===== config.mk =====
export PLATFORM = sky130hd
export DESIGN_NAME = axi4_wr_slave_sram
export DESIGN_NICKNAME = d
export VERILOG_FILES = /design/src/rtl/axi4_wr_slave_sram.sv
export SDC_FILE = /design/constraint.sdc
export NUM_CORES = 1
export LEC_CHECK = 0
export ABC_AREA = 1
export BUFFER_PORTS_ARGS = -buffer_cell sky130_fd_sc_hd__buf_2
export CAP_MARGIN = 20
export CORE_ASPECT_RATIO = 1.5
export CORE_MARGIN = 2
export CORE_UTILIZATION = 26
export DETAILED_ROUTE_END_ITERATION = 10
export GPL_ROUTABILITY_DRIVEN = 0
export HOLD_SLACK_MARGIN = 0.05
export PLACE_DENSITY = 0.53
export SLEW_MARGIN = 25
export SYNTH_ARGS = -nofsm -noshare
export SYNTH_HDL_FRONTEND = slang
export SYNTH_SLANG_ARGS = --single-unit
export TNS_END_PERCENT = 30

===== constraint.sdc =====
create_clock -name clk -period 1.4 [get_ports clk]
set_input_delay 0 -clock clk [delete_from_list [all_inputs] [get_ports clk]]
set_output_delay 0 -clock clk [all_outputs]
set_load 0.02 [all_outputs]

===== src/rtl/axi4_wr_slave_sram.sv =====
// AXI4 write-only slave terminating INCR write bursts into a single-port SRAM.
// One outstanding burst; the SRAM write port is registered one cycle behind the W beat.
module axi4_wr_slave_sram #(
  parameter int                    DATA_WIDTH = 128,
  parameter int                    ADDR_WIDTH = 32,
  parameter int                    ID_WIDTH   = 4,
  parameter int                    MEM_AW     = 10,
  parameter logic [ADDR_WIDTH-1:0] BASE_ADDR  = 16384
) (
  input  logic                    clk,
  input  logic                    rst_n,
  input  logic [ID_WIDTH-1:0]     s_awid,
  input  logic [ADDR_WIDTH-1:0]   s_awaddr,
  input  logic [7:0]              s_awlen,
  input  logic [2:0]              s_awsize,
  input  logic [1:0]              s_awburst,
  input  logic                    s_awvalid,
  output logic                    s_awready,
  input  logic [DATA_WIDTH-1:0]   s_wdata,
  input  logic [DATA_WIDTH/8-1:0] s_wstrb,
  input  logic                    s_wlast,
  input  logic                    s_wvalid,
  output logic                    s_wready,
  output logic [ID_WIDTH-1:0]     s_bid,
  output logic [1:0]              s_bresp,
  output logic                    s_bvalid,
  input  logic                    s_bready,
  output logic                    mem_we,
  output logic [MEM_AW-1:0]       mem_addr,
  output logic [DATA_WIDTH-1:0]   mem_wdata,
  output logic [DATA_WIDTH/8-1:0] mem_wstrb,
  input  logic                    i_clr,
  output logic [15:0]             o_burst_cnt,
  output logic                    o_err,
  output logic                    o_busy
);

  localparam int                  STRB_W      = DATA_WIDTH / 8;
  localparam int                  BEAT_SH     = $clog2(STRB_W);
  localparam logic [2:0]          SIZE_OK     = 3'(BEAT_SH);
  localparam logic [1:0]          BURST_INCR  = 2'b01;
  localparam logic [1:0]          RESP_OKAY   = 2'b00;
  localparam logic [1:0]          RESP_SLVERR = 2'b10;
  localparam logic [ADDR_WIDTH:0] WIN_LAST    = (ADDR_WIDTH + 1)'((1 << MEM_AW) - 1);

  typedef enum logic [1:0] {S_IDLE, S_DATA, S_RESP} state_t;

  state_t                  state_q, state_d;
  logic [ID_WIDTH-1:0]     id_q;
  logic [7:0]              len_q, cnt_q;
  logic [MEM_AW-1:0]       ptr_q;
  logic                    bad_q, wl_err_q;
  logic                    mem_we_q;
  logic [MEM_AW-1:0]       mem_addr_q;
  logic [DATA_WIDTH-1:0]   mem_wdata_q;
  logic [STRB_W-1:0]       mem_wstrb_q;
  logic [15:0]             burst_cnt_q, burst_cnt_d;
  logic                    err_q, err_d;

  logic                    aw_hs, w_hs, b_hs, last_beat, aw_bad;
  logic [ADDR_WIDTH-1:0]   off;
  logic [ADDR_WIDTH:0]     last_word;
  logic [1:0]              resp;

  assign aw_hs     = s_awvalid & s_awready;
  assign w_hs      = s_wvalid & s_wready;
  assign b_hs      = s_bvalid & s_bready;
  assign last_beat = (cnt_q == len_q);

  // Window check is done once at AW time; a bad burst is drained without touching the SRAM.
  assign off       = s_awaddr - BASE_ADDR;
  assign last_word = {1'b0, off >> BEAT_SH} + {{(ADDR_WIDTH - 7){1'b0}}, s_awlen};
  assign aw_bad    = (s_awburst != BURST_INCR) | (s_awsize != SIZE_OK) |
                     (s_awaddr < BASE_ADDR) | (s_awaddr[BEAT_SH-1:0] != '0) |
                     (last_word > WIN_LAST);

  assign resp      = (bad_q | wl_err_q) ? RESP_SLVERR : RESP_OKAY;

  always_ff @(posedge clk or negedge rst_n) begin
    if (!rst_n) state_q <= S_IDLE;
    else        state_q <= state_d;
  end

  always_comb begin
    state_d = state_q;
    case (state_q)
      S_IDLE:  if (aw_hs)             state_d = S_DATA;
      S_DATA:  if (w_hs && last_beat) state_d = S_RESP;
      S_RESP:  if (s_bready)          state_d = S_IDLE;
      default:                        state_d = S_IDLE;
    endcase
  end

  // awready is also held low while reset is asserted so every output reads 0 in reset.
  always_comb begin
    s_awready = 1'b0;
    s_wready  = 1'b0;
    s_bvalid  = 1'b0;
    case (state_q)
      S_IDLE:  s_awready = rst_n;
      S_DATA:  s_wready  = 1'b1;
      S_RESP:  s_bvalid  = 1'b1;
      default: ;
    endcase
  end

  always_comb begin
    burst_cnt_d = burst_cnt_q;
    err_d       = err_q;
    if (i_clr) begin
      burst_cnt_d = '0;
      err_d       = 1'b0;
    end else if (b_hs) begin
      burst_cnt_d = burst_cnt_q + 16'd1;
      if (resp == RESP_SLVERR) err_d = 1'b1;
    end
  end

  // Burst is closed by the beat count; a WLAST mismatch only poisons the response.
  always_ff @(posedge clk or negedge rst_n) begin
    if (!rst_n) begin
      id_q        <= '0;
      len_q       <= '0;
      cnt_q       <= '0;
      ptr_q       <= '0;
      bad_q       <= 1'b0;
      wl_err_q    <= 1'b0;
      mem_we_q    <= 1'b0;
      mem_addr_q  <= '0;
      mem_wdata_q <= '0;
      mem_wstrb_q <= '0;
      burst_cnt_q <= '0;
      err_q       <= 1'b0;
    end else begin
      mem_we_q    <= 1'b0;
      burst_cnt_q <= burst_cnt_d;
      err_q       <= err_d;
      if (aw_hs) begin
        id_q     <= s_awid;
        len_q    <= s_awlen;
        cnt_q    <= '0;
        ptr_q    <= off[BEAT_SH +: MEM_AW];
        bad_q    <= aw_bad;
        wl_err_q <= 1'b0;
      end
      if (w_hs) begin
        cnt_q <= cnt_q + 8'd1;
        ptr_q <= ptr_q + 1'b1;
        if (s_wlast != last_beat) wl_err_q <= 1'b1;
        if (!bad_q) begin
          mem_we_q    <= 1'b1;
          mem_addr_q  <= ptr_q;
          mem_wdata_q <= s_wdata;
          mem_wstrb_q <= s_wstrb;
        end
      end
    end
  end

  assign s_bid       = id_q;
  assign s_bresp     = resp;
  assign mem_we      = mem_we_q;
  assign mem_addr    = mem_addr_q;
  assign mem_wdata   = mem_wdata_q;
  assign mem_wstrb   = mem_wstrb_q;
  assign o_burst_cnt = burst_cnt_q;
  assign o_err       = err_q;
  assign o_busy      = (state_q != S_IDLE);

endmodule


==> results of run 1 <==
kinds of logic after synthesis:
kind of cell	after synthesis	share of synthesized area
AO/OA/AOI/OAI	76	0.0435
XOR/XNOR	13	0.0113
adder cells (fa/ha/maj)	14	0.0182
buffers and inverters	145	0.0562
flip-flops	206	0.513
multiplexers	1	0.00112
other	1	0.000373
AND/OR/NAND/NOR	875	0.356
per-layer routing:
| metal | GRT usage | share of wire | vias up |
|---|---|---|---|
| li1 | - | - | 5662 |
| met1 | 0.187 | 0.36 | 5338 |
| met2 | 0.370 | 0.53 | 397 |
| met3 | 0.0275 | 0.058 | 102 |
| met4 | 0.0877 | 0.044 | 4 |
| met5 | 0 | 0.00060 | - |
cells in the final DEF (no fill, tap or decap), types with 8 or more instances in the layout:
master,n
nor2_4,13
o21ai_1,13
dfrtp_1,206
nand2_4,8
buf_4,166
dlygate4sd3_1,172
ha_1,13
buf_12,13
nand2_2,30
clkbuf_16,26
nor2_2,14
xor2_1,13
inv_1,86
nand2_1,642
inv_2,10
buf_2,375
buf_16,21
nand3_1,56
buf_6,21
nor2_1,71
o21ai_0,23
nand4_1,11
a21oi_1,13
worst max path at each step:
stage          slack (ps)              to  cells after the start   startpoint
2_1_floorplan        -300           bad_q                     14   state_q[1]
3_3_place_gp         -670           bad_q                     20  s_awaddr[4]
3_5_place_dp         -690           bad_q                     18  s_awaddr[4]
4_1_cts              -340           bad_q                     14   state_q[1]
5_1_grt              -460           bad_q                     14   state_q[1]
6_report             -350  mem_wdata[113]                     11   state_q[0]
Yosys cell counts:
master,instances
a211oi_1,1
a21o_1,1
a21oi_1,17
a221oi_1,1
a22o_1,1
a22oi_1,1
a31oi_1,1
and2_0,1
and2_1,1
buf_2,7
buf_4,1
buf_6,1
clkbuf_1,36
conb_1,1
dfrtp_1,206
fa_1,1
ha_1,13
inv_1,99
inv_2,1
mux2_2,1
nand2_1,662
nand2_2,16
nand2_4,2
nand3_1,58
nand3_2,2
nand4_1,11
nor2_1,82
nor2_2,12
nor2_4,4
nor2_8,1
nor3_1,14
nor3_2,1
nor3b_1,1
nor4_1,4
o211ai_1,6
o21a_1,1
o21ai_0,38
o221ai_1,2
o22ai_1,2
o311ai_0,2
o31ai_1,2
or2_2,3
xor2_1,13
sequential cells by signal (all words and copies together) (netlist names):
signal,cells
o_err,1
o_burst_cnt,16
mem_addr,10
bad_q,1
s_bid,4
state_q,2
wl_err_q,1
len_q,8
ptr_q,10
mem_wdata,128
mem_wstrb,16
mem_we,1
cnt_q,8
area by class of cell:
cell class,count,area share
multi-input cells,980,0.265
clock inverters,8,0.00304
repair buffers,779,0.348
flip-flops and latches,206,0.292
inverters,100,0.0226
diodes,3,0.000425
repair inverters,4,0.00333
well taps,495,0.0350
clock buffers,26,0.0308
metrics by stage:
| stage | utilization | hold slack, ps | worst slack [ps] | instances |
|---|---|---|---|---|
| floorplan | - | -296 | -295 | 1331 |
| global placement | 0.364 | 104 | -672 | 2341 |
| finish | 0.461 | 190 | -353 | 2601 |
| CTS | 0.453 | 152 | -340 | 2587 |
| global route | 0.461 | 217 | -464 | 2601 |
| detailed placement | 0.364 | 105 | -690 | 2341 |
power breakdown:
group	internal [mW]	switching (mW)	leakage, nW	total, mW
Sequential	8.40	1.45	2.61	9.85
Clock	2.76	2.38	0.281	5.14
Combinational	4.82	7.22	6.75	12.0
Total	16.0	11.0	9.64	27.0
critical path: cells and delay by family (launching register included):
family | cells | cell delay [ps]
flip-flops | 1 | 360
buffers and inverters | 6 | 790
AND/OR/NAND/NOR | 5 | 460
timing repair:
item                       4_1_cts  5_1_grt
buffers inserted                21        5
gates resized for setup        135       33
hold endpoints to repair       238        0
pin swaps                       21       13
cloned                          19        7
setup endpoints to repair      206      322
hold buffers                   172        0
==> out/metrics.yaml, run 1 <==
run_status:
  status: "finished, violations left"
  violations: "setup timing"
routing:
  route.detailed.drc: 0
  viasPerCell: 4.42
  drt-total-wl_mm: 40.1
  num_vias: 11503
  first_pass_iters: 5
  drt_iter0_drc: 588
  ant_nets: 0
  wl_per_cell_um: 15.4
global_routing:
  grt_remaining_overflow: 0
  grt_pass1_wl_mm: 59.7
  antenna_found_initial: 5
  grt.total_usage: 0.187
  grt_pass1_vias: 11698
  grt_max_degree: 129
worst_setup_path:
  critical_path.max_fanout: 9
  ff2ff_path_depth: 11
  reg2reg_to: "mem_wdata[113]"
  r2r_start: "state_q[0]"
  worstSetupPathType: "reg2reg"
  reg2reg_slack_ps: -350
  crit_arrival_ps: 2150
  worstPathCellList: "buf_4 -> inv_4 -> buf_6 -> nor2_4 -> nand2_4 -> nor2_4 -> buf_12 -> inv_16 -> bufbuf_16 -> nand2_1 -> nand2_1"
  critical_path.max_stage_delay_ps: 360
  cp.required_ps: 1800
  endpoint_kind: "register"
  slowest_stage: "dfrtp_1"
  start_kind: "register"
clock_tree:
  cts_tree: "yes"
  clkLatencyLatePin_ps: 510
  h-tree-depth: 1
  clockBufferDepth: 3
  cts_root_buf: "clkbuf_16"
  cts_sinks: 206
  cts_buffers: 20
  clk_pin_slew_ps: 70
synth:
  syn_avg_cell_area_um2: 7.55
  synth.top_cell.area_share: 0.513
  synth_area_leader_cell: "dfrtp_1"
  netlist_instances: 1331
  yosysSeqAreaShare: 0.513
  ys_seq_elements: 206
  syn_nets: 1545
  synth_cell_types: 43
  synth_warnings: 0
  synth.cell_area_um2: 10000
  synthTopCellsByArea: "dfrtp_1, nand2_1, inv_1"
job:
  maxCapViolCount: 0
finish:
  final_cell_area_um2: 17700
  nFillCells: 3631
  drive_gt1_frac: 0.359
  multi_input_area_um2: 4690
  syn_to_final_growth_pct: 76.0
  layout.nets: 2305
  ff_latch_area_um2: 5150
worst_hold_path:
  min_path_cells: 10
  hp-class: "in2reg"
  holdCritStartpoint: "s_awaddr[31]"
  hold-path-endpoint: "bad_q"
pwr:
  power_mw: 27.0
  power_leakage_nw: 9.64
  vdd_drop_max_v: 0.00143
  p_per_area_nw_per_um2: 1530
sta:
  rsz0062_at_grt: "yes"
  slew_viol_final: 0
  clock_skew_ps: 15.9
  relSlewSlack: 0.577
  tns_ps: -50550
  max_freq_mhz: 571
  setup_ws_ps: -353
  hold_viol_final: 0
  period_share: 1.25
  fin_crit_ps: 1750
  setup_violations: 205
  worstMarginPinSlew_ps: 634
placement:
  port_buffers: 380
  hpwlAfterDp_mm: 26.6
  dpl-instance-area_um2: 13900
floorplanning:
  row_count: 88
  die_h_um: 245
  initial_utilization: 0.262
  core_um2: 38300
  fp.dieW_um: 164
  die-area_um2: 40300
  num_io_pins: 382
Power figures use the tool's default switching activity.
==> inputs of run 2 (changes only) <==
--- a/config.mk
+++ b/config.mk
@@ -6,7 +6,7 @@
 export NUM_CORES = 1
 export LEC_CHECK = 0
 export ABC_AREA = 1
-export BUFFER_PORTS_ARGS = -buffer_cell sky130_fd_sc_hd__buf_2
+export BUFFER_PORTS_ARGS = -buffer_cell sky130_fd_sc_hd__buf_4
 export CAP_MARGIN = 20
 export CORE_ASPECT_RATIO = 1.5
 export CORE_MARGIN = 2
==> out/metrics.yaml, run 2 (synthesized netlist as in run 1, its figures left out) <==
global_routing:
  met3_usage: 0.0328  # +0.00524
  grt_pass1_wl_mm: 59.4  # -0.48%
  grt_pass1_vias: 11583  # -0.98%
  grt.total_usage: 0.187  # -0.000267
  grt_max_degree: 128  # -0.78%
  grt_remaining_overflow: 0  # unchanged
  grt-busiest-layer: "met2"
  use_met2: 0.359  # -0.0103
  antenna_found_initial: 5  # unchanged
  met1_usage: 0.192  # +0.00485
sta:
  slew_viol_final: 0  # unchanged
  fin_hold_ws_ps: 166  # -23.9 ps
  hold_viol_final: 0  # unchanged
  setup_violations: 204  # -0.49%
  rsz0062_at_grt: "yes"
  setup_ws_ps: -392  # -38.7 ps
  fin_crit_ps: 1790  # +38.7 ps
  worstMarginPinSlew_ps: 699  # +64.4 ps
  relSlewSlack: 0.534  # -0.0429
  clock_skew_ps: 17.5  # +1.53 ps
  period_share: 1.28  # +0.0276
  max_freq_mhz: 558  # -2.2%
placement:
  port_buffers: 380  # unchanged
  dp_cells: 2339  # -0.085%
  hpwlAfterDp_mm: 27.9  # +4.6%
floorplanning:
  die-area_um2: 40300  # unchanged
  row_count: 88  # unchanged
  die_h_um: 245  # unchanged
  num_io_pins: 382  # unchanged
  core_um2: 38300  # unchanged
  fp.dieW_um: 164  # unchanged
  initial_utilization: 0.262  # unchanged
routing:
  viasPerCell: 4.38  # -1.0%
  drt-total-wl_mm: 39.3  # -1.9%
  first_pass_iters: 5  # unchanged
  drt_iter0_drc: 619  # +5.3%
  num_vias: 11343  # -1.4%
  wl_per_cell_um: 15.2  # -1.6%
  ant_nets: 0  # unchanged
  route.detailed.drc: 0  # unchanged
finish:
  final_cells: 2591  # -0.38%
  drive_gt1_frac: 0.375  # +0.0159
  final_common_cell: "nand2_1"
  layout.nets: 2290  # -0.65%
  largest_reg_flops: 128  # unchanged
  syn_to_final_growth_pct: 84.7
  nFillCells: 3592  # -1.1%
  final_cell_mix: "nand2_1, buf_4, dfrtp_1"
  multi_input_area_um2: 4750  # +1.4%
  ff_latch_area_um2: 5150  # unchanged
pwr:
  power_mw: 29.2  # +8.1%
  p_clk_frac: 0.202  # +0.012
  power_leakage_nw: 9.84  # +2.1%
  pwr-share-seq: 0.340  # -0.024
  pwr-share-comb: 0.458  # +0.013
  p_sw_frac: 0.383  # -0.0254
  p_per_area_nw_per_um2: 1570  # +3.0%
  vdd_drop_max_v: 0.00111  # -22%
  p_switching_mw: 11.2  # +1.3%
  intPower_mw: 18.0  # +13%
worst_setup_path:
  endpoint_kind: "register"
  worstSetupPathType: "reg2reg"
  cp.required_ps: 1800  # about the same
  reg2reg_slack_ps: -390  # -40 ps
  cp-startpoint: "state_q[0]"
  critical_path.max_stage_delay_ps: 390  # +30 ps
  slowest_stage: "dfrtp_1"
  worstPathCellList: "buf_4 -> inv_4 -> nand2_2 -> inv_2 -> nand2_4 -> nor2_4 -> inv_2 -> nor2_4 -> inv_4 -> nor3_4 -> nand3_2 -> o21ai_1 -> a21oi_1"
  reg2reg_to: "o_burst_cnt[13]"
  ff2ff_path_depth: 13  # +2
  r2r_start: "state_q[0]"
  crit_arrival_ps: 2190  # +40 ps
  critical_path.max_fanout: 3  # -6
  start_kind: "register"
clock_tree:
  clkLatencyLatePin_ps: 510  # about the same
  clk_pin_slew_ps: 70  # about the same
  clockBufferDepth: 3  # unchanged
  cts_tree: "yes"
  cts_buffers: 21  # +5.0%
  cts_sinks: 206  # unchanged
  h-tree-depth: 1  # unchanged
  cts_root_buf: "clkbuf_16"
worst_hold_path:
  hp-class: "in2reg"
  holdCritStartpoint: "s_awaddr[31]"
  min_path_cells: 10  # unchanged
  hold-path-endpoint: "bad_q"
run_status:
  violations: "setup timing"
  status: "finished, violations left"
job:
  maxCapViolCount: 0  # unchanged
## run 2: changes by cell type in the layout (fill, tap and decap cells not counted), moves of 4 or more
cell / delta
buf_12: +5
buf_16: -5
buf_2: -375
buf_4: +370
clkbuf_16: -5
clkbuf_8: +6
clkinvlp_4: -4
nand2_1: -42
nand2_2: +41
o21ai_0: +4
## run 2: how the worst max path moves through the flow
stage | cells past startpoint | slack (ps) | to
detailed placement | 18 | -710 | bad_q
global placement | 20 | -720 | bad_q
CTS | 14 | -320 | bad_q
finish | 13 | -390 | o_burst_cnt[13]
floorplan | 14 | -300 | bad_q
global route | 14 | -500 | bad_q
## run 2: power by group through the flow
| stage | Combinational (mW) | Sequential (mW) | Clock, mW |
|---|---|---|---|
| 6_report | 13.4 | 9.92 | 5.89 |
| 5_1_grt | 14.5 | 10.2 | 6.32 |
| 4_1_cts | 13.2 | 9.90 | 6.12 |
| 3_5_place_dp | 12.0 | 9.91 | 0 |
| 3_3_place_gp | 11.8 | 9.82 | 0 |
| 2_1_floorplan | 3.26 | 12.3 | 0 |
## run 2: per-stage QoR
stage	cell area [um^2]	utilization	setup WS [ps]	TNS, ps
floorplan	10200	-	-295	-8610
global placement	14900	0.388	-717	-35180
detailed placement	14900	0.388	-711	-38820
CTS	18200	0.476	-324	-25920
global route	18500	0.484	-500	-53600
finish	18600	0.484	-392	-37150
## run 2: what timing repair did
item | 4_1_cts | 5_1_grt
hold endpoints to repair | 211 | 0
gates cloned | 15 | 0
hold buffers | 171 | 0
resized for setup | 139 | 57
setup endpoints to repair | 206 | 213
pin swaps | 28 | 15
buffers inserted | 13 | 10
## run 2: layout make-up
class / instances / share of cell area
flip-flops and latches: 206 / 0.278
multi-input cells: 980 / 0.256
inverters: 100 / 0.0223
well taps: 495 / 0.0334
repair buffers: 766 / 0.370
repair inverters: 1 / 0.00108
diodes: 5 / 0.000674
clock buffers: 31 / 0.0336
clock inverters: 7 / 0.00533
## run 2: critical path, delay by kind of cell (launching register included)
kind / cells / cell delay, ps
AND/OR/NAND/NOR: 6 / 700
buffers and inverters: 5 / 400
flip-flops: 1 / 390
AO/OA/AOI/OAI: 2 / 200
## run 2: metal layers
metal,part of all wire,up-vias
li1,-,5628
met1,0.36,5255
met2,0.53,373
met3,0.066,85
met4,0.045,2
met5,0.00028,-
